[src/rtl/mult_ctrl_accum.sv]
// -----------------------------------------------------------------------------
// mult_ctrl_accum
//
// Sequencer and accumulator for the 4-cycle 8x8 multiplier datapath built
// from a 4x4 multiplier and left_shifter_8_to_16. On start it steps through
// four partial-product cycles, selects the operand nibbles and the shift
// code for each one, and sums the shifted partial products into a product.
//
// Ports:
//   clk          system clock, rising edge
//   reset_a      asynchronous reset, active low
//   start        request a new multiply (sampled only in IDLE)
//   shift_in     shifted partial product from the shifter (ACC_W bits)
//   sel          nibble select: sel[0] a hi/lo, sel[1] b hi/lo
//   shift_cntrl  shifter code: 00 none, 01 left 4, 10 left 8
//   product_out  accumulated product (ACC_W bits)
//   busy         high in S0..S3
//   done         one-cycle pulse when product_out is final
//   ovf          sticky carry-out of the accumulator adder
// -----------------------------------------------------------------------------
module mult_ctrl_accum #(
    parameter int ACC_W = 16
) (
    input  logic             clk,
    input  logic             reset_a,
    input  logic             start,
    input  logic [ACC_W-1:0] shift_in,
    output logic [1:0]       sel,
    output logic [1:0]       shift_cntrl,
    output logic [ACC_W-1:0] product_out,
    output logic             busy,
    output logic             done,
    output logic             ovf
);

    localparam logic [2:0] IDLE = 3'd0;
    localparam logic [2:0] S0   = 3'd1;
    localparam logic [2:0] S1   = 3'd2;
    localparam logic [2:0] S2   = 3'd3;
    localparam logic [2:0] S3   = 3'd4;
    localparam logic [2:0] DONE = 3'd5;

    logic [2:0]     state;
    logic [2:0]     state_next;
    logic [ACC_W:0] acc_sum;

    // Sum with the carry-out kept as the extra top bit.
    function automatic logic [ACC_W:0] add_with_carry(
        input logic [ACC_W-1:0] x,
        input logic [ACC_W-1:0] y
    );
        add_with_carry = {1'b0, x} + {1'b0, y};
    endfunction

    assign acc_sum = add_with_carry(product_out, shift_in);

    always_comb begin
        state_next = state;
        case (state)
            IDLE:    state_next = start ? S0 : IDLE;
            S0:      state_next = S1;
            S1:      state_next = S2;
            S2:      state_next = S3;
            S3:      state_next = DONE;
            DONE:    state_next = IDLE;
            default: state_next = IDLE;
        endcase
    end

    // Outputs decode from the registered state only, so an asynchronous
    // reset drives them to their idle values at once.
    always_comb begin
        sel         = 2'b00;
        shift_cntrl = 2'b00;
        busy        = 1'b0;
        done        = 1'b0;
        case (state)
            S0: begin
                busy = 1'b1;
            end
            S1: begin
                sel         = 2'b01;
                shift_cntrl = 2'b01;
                busy        = 1'b1;
            end
            S2: begin
                sel         = 2'b10;
                shift_cntrl = 2'b01;
                busy        = 1'b1;
            end
            S3: begin
                sel         = 2'b11;
                shift_cntrl = 2'b10;
                busy        = 1'b1;
            end
            DONE: begin
                done = 1'b1;
            end
            default: begin
                sel         = 2'b00;
                shift_cntrl = 2'b00;
            end
        endcase
    end

    always_ff @(posedge clk or negedge reset_a) begin
        if (!reset_a) begin
            state       <= IDLE;
            product_out <= '0;
            ovf         <= 1'b0;
        end else begin
            state <= state_next;
            case (state)
                // First partial product replaces the previous result.
                S0: begin
                    product_out <= shift_in;
                    ovf         <= 1'b0;
                end
                S1, S2, S3: begin
                    product_out <= acc_sum[ACC_W-1:0];
                    if (acc_sum[ACC_W]) begin
                        ovf <= 1'b1;
                    end
                end
                default: begin
                    product_out <= product_out;
                end
            endcase
        end
    end

endmodule
[config.mk]
export PLATFORM = sky130hd
export DESIGN_NAME = mult_ctrl_accum
export DESIGN_NICKNAME = d
export VERILOG_FILES = /design/src/rtl/mult_ctrl_accum.sv
export SDC_FILE = /design/constraint.sdc
export NUM_CORES = 1
export LEC_CHECK = 0
export CAP_MARGIN = 30
export CORE_MARGIN = 2
export CORE_UTILIZATION = 45
export DETAILED_ROUTE_END_ITERATION = 12
export PLACE_DENSITY = 0.76
export REMOVE_ABC_BUFFERS = 1
export SYNTH_ARGS = -nofsm -noshare
export SYNTH_HDL_FRONTEND = slang
export SYNTH_SLANG_ARGS = --single-unit
[constraint.sdc]
create_clock -name clk -period 2.02 [get_ports clk]
set_clock_uncertainty 0.15 [all_clocks]
set_input_delay 0.404 -clock clk [delete_from_list [all_inputs] [get_ports clk]]
set_output_delay 0.404 -clock clk [all_outputs]
set_load 0.01 [all_outputs]
# Yosys cells after proc, flatten, opt, wreduce, memory -nomap -nowiden
# Cells that the tools add are included.
# totals
reg_bits	20
latchBits	0
ram_bits	0
rom_bits	0
inputBits	19
word_cells	25
n_memories	0
# classes
add_sub_neg	1
mul	0
div_mod_pow	0
magnitude_cmp	0
eq_ne	6
n_shift	0
mux	9
bitwise	0
reduce_logical	6
# op_table
operator	n
16-bit one-hot mux with 2 select lines	1
16-bit by 16-bit adder with 17-bit output	1
3-bit one-hot mux with 5 select lines	1
3-bit by 2-bit == test with 1-bit output, second input constant	2
3-bit == test, second input constant	2
2-bit one-hot mux with 3 select lines	1
1-bit two-way mux	4
2-bit one-hot mux with 2 select lines	1
4-bit OR reduction	1
3-bit by 1-bit == test with 1-bit output, second input constant	1
3-bit logical NOT	1
3-bit OR reduction	1
2-bit inequality test, second input constant	1
1-bit one-hot mux with 2 select lines	1
2-bit AND reduction	1
2-bit nonzero test	1
2-bit OR reduction	1

# Logic depth before layout (Yosys ltp)
# logic_depth
depth_word	4
ltp_mapped	8
depth_no_buf	8

# Worst setup path after synthesis
# Ideal clock, no wire load.
# synth_path
path_kind	flip-flop to flip-flop
start	register product_out[0]
end	register product_out[14]
setup_ns	0.124
arrival_time_ns	2.005
required_ns	1.746
setup_slack_ns	-0.260
stages_incl_launch_ff	9
n_path_buf	0
synth_period_minus_slack_ns	2.280
cell_sequence	dfrtp_1 -> ha_1 -> fa_1 -> a211oi_2 -> o21bai_1 -> a21oi_1 -> o221ai_2 -> xnor2_1 -> o21ai_1
# synth_between
elab_chain_len	2
# synth_rtl
element	line_no	rtl
start: declaration	30	output logic [ACC_W-1:0] product_out,
start signal: assignment	116	product_out <= shift_in;
start signal: assignment	120	product_out <= acc_sum[ACC_W-1:0];
start signal: assignment	126	product_out <= product_out;
16-bit by 16-bit adder with 17-bit output	52	add_with_carry = {1'b0, x} + {1'b0, y};
16-bit one-hot mux with 2 select lines	113	case (state)
# No other way between the ends.
# A chain may end at the register's enable or synchronous reset.

# Final worst setup path
# layout_path
start	input port shift_in[0]
end	register product_out[12]
# layout_between
elab_chain_len	2
# layout_rtl
element	line_no	rtl
start: declaration	27	input logic [ACC_W-1:0] shift_in,
16-bit by 16-bit adder with 17-bit output	52	
16-bit one-hot mux with 2 select lines	113	
# No other way between the ends.

==> results.yml <==
run_status:
  status: "finished with violations"
  violations: "setup timing"
global_route:
  grt_max_degree: 21
  grt_usage_pct: 29.0
  grt_pass1_wl_um: 9780
  antenna_found_initial: 0
  grt-ovfl-total: 0
  grt_pass1_vias: 2091
place:
  io_buffers: 41
  place_congestion: 0.907
  dp_hpwl_um: 3930
  placed_cells: 338
  pre_cts_slack_ns: -0.797
  place_area_mm2: 0.00266
critical_path:
  endpoint_kind: "register"
  critical_path.max_fanout: 2
  crit_required_ns: 2.06
  critPathKind: "in2reg"
  crit_path_start_kind: "input port"
  worstPathArrival_ns: 2.36
timing:
  setup_tns_ns: -1.45
  rsz0062_at_grt: "yes"
  layout_setup_ws_ns: -0.294
  worstMarginPinSlew_ns: 0.392
  hold_violations: 0
  min_period_over_period_pct: 115
  fmax_mhz: 432
  max_slew_margin_pct: 73.7
  slew_violations: 0
  setup_viol: 10
  hold_ws_ns: 0.327
  post-route-min-period_ns: 2.31
die:
  die_w_um: 67.1
  die_area_mm2: 0.00451
  rows: 22
  start_util_pct: 47.9
  ios: 42
  die_h_um: 67.1
  core_area_mm2: 0.00374
synthesis:
  yosysSeqAreaShare_pct: 27.9
  yosysUniqueCellTypes: 57
  synth-seq-cells: 20
  ys_warn_count: 0
  async_flop_share_pct: 100
  synth_area_leaders: "dfrtp_1, ha_1, xnor2_1"
  yosysTopAreaCellShare_pct: 27.9
  ys.flop_type: "dfrtp_1"
  netlist_area_mm2: 0.00179
  synth_edf_count: 0
  yosys.area.top_type: "dfrtp_1"
  syn_avg_cell_area_um2: 9.10
  netlist_instances: 197
power:
  ir_worst_vdd_v: 0.00105
  p_leak_nw: 1.42
  finalPower_mw: 6.32
  power_density_mw_per_mm2: 1960
route:
  firstDrtPassIters: 5
  antenna_left: 0
  drt_iter0_markers: 144
  routed_wl_um: 6760
  drc_errors: 0
  vias: 2129
  viasPerCell: 5.98
  wl_per_cell_um: 19.0
finish:
  finalNonFillerCells: 356
  diodes: 0
  stdcell_area_mm2: 0.00322
  layout-drive-gt1-share_pct: 50.0
  final_util_pct: 85.9
  syn_to_final_growth_pct: 79.4
  finish.net_count: 345
clock_network:
  clock-sinks: 20
  clock_path_buffers: 2
  cts.hold.buffers_added: 0
  htree_levels: 1
  cts_tree: "yes"
  cts_buffers: 3
  cts_root_buf: "clkbuf_8"
  clk_pin_slew_worst_paths_ns: 0.09
  clk_latency_ns: 0.27
flow_run:
  drv_cap: 0
worst_hold_path:
  hp-class: "in2async"
[sequential cells by signal (all words and copies together) (netlist names)]
signal       cells
ovf              1
product_out     16
state            3
[worst max-delay path, stage by stage]
cell and delay, ns:
dlygate4sd2_1 0.26, ha_2 0.18, fa_2 0.37, a211oi_4 0.25, buf_4 0.15, o211ai_1 0.13, nand2_1 0.15, nor2_2 0.06
mux2_2 0.28, o21ai_2 0.11
[layout by cell type, fill, tap and decap left out, types with 3 or more instances in the layout]
master	instances
dlymetal6s2s_1	3
o21ai_0	7
a21oi_1	5
dfrtp_2	4
a21o_1	5
inv_1	6
a21oi_2	4
dfrtp_1	16
nor3_1	5
a211oi_4	3
clkdlybuf4s50_1	20
a211oi_1	4
nand2_1	13
o21ai_2	6
dlygate4sd2_1	14
xnor2_1	6
buf_4	62
a22oi_1	8
buf_6	11
nor2_2	3
ha_4	13
o21ai_1	11
nand3_2	5
nor2_1	12
clkbuf_8	4
[final timing paths]
kind / slack (ns) / to / cells past startpoint / start
min in group clk: 0.38 / ovf$_DFFE_PN0P_ / 2 / ovf$_DFFE_PN0P_
worst min register to register: 0.38 / ovf$_DFFE_PN0P_ / 2 / ovf$_DFFE_PN0P_
worst max register to register: -0.29 / product_out[12]$_DFFE_PN0P_ / 9 / product_out[0]$_DFFE_PN0P_
max in group asynchronous: 1.14 / state[1]$_DFF_PN0_ / 2 / reset_a
worst max-delay path: -0.29 / product_out[12]$_DFFE_PN0P_ / 10 / shift_in[0]
worst min-delay path: 0.33 / product_out[7]$_DFFE_PN0P_ / 2 / reset_a
[power breakdown]
part,internal (mW),total (mW),switching [mW]
combinational,2.68,5.12,2.44
sequential,0.630,0.878,0.248
clock,0.174,0.324,0.150
[cell type report]
type / count / area, µm²
clock buffers: 4 / 55.1
fillers: 184 / 527
inverters: 8 / 30.0
multi-input cells: 162 / 1590
flip-flops and latches: 20 / 505
well taps: 48 / 60.1
repair buffers: 114 / 980
[cell families (layout without fill, tap and decap cells)]
kind of cell / Yosys count / in the layout / share of synthesized area (%)
buffers and inverters: 15 / 126 / 4.40
multiplexers: 3 / 3 / 1.74
flip-flops: 20 / 20 / 27.9
XOR/XNOR: 10 / 10 / 4.89
AO/OA/AOI/OAI: 76 / 76 / 31.7
adder cells (fa/ha/maj): 17 / 17 / 12.3
AND/OR/NAND/NOR: 56 / 56 / 17.1
[per-layer routing]
layer  GRT usage, %  wire length (µm)
met1           33.8              2550
met2           53.3              3440
met3           5.57               497
met4           8.42               280
met5              0                 0
[cells in the mapped netlist, types with 2 or more instances]
cell	n
dfrtp_1	20
ha_1	16
nor2_1	15
nand2_1	13
o21ai_1	13
a21oi_1	10
o21ai_0	9
a22oi_1	8
xnor2_1	8
a211oi_1	6
inv_1	6
a21o_1	5
nand3_1	5
nor3_1	5
buf_2	3
a211oi_2	2
a31oi_1	2
buf_6	2
inv_2	2
mux2i_1	2
nand2b_1	2
nor3_2	2
o211ai_1	2
o21a_1	2
o21ai_2	2
o21ai_4	2
or3_1	2
xor2_1	2
[what timing repair did]
action                     CTS  global route
pin swaps                   27            23
resized for setup           64            37
buffers inserted             7             8
cloned                       0             0
setup endpoints to repair   20            14
Note: power is estimated with default switching activity, not from simulation.
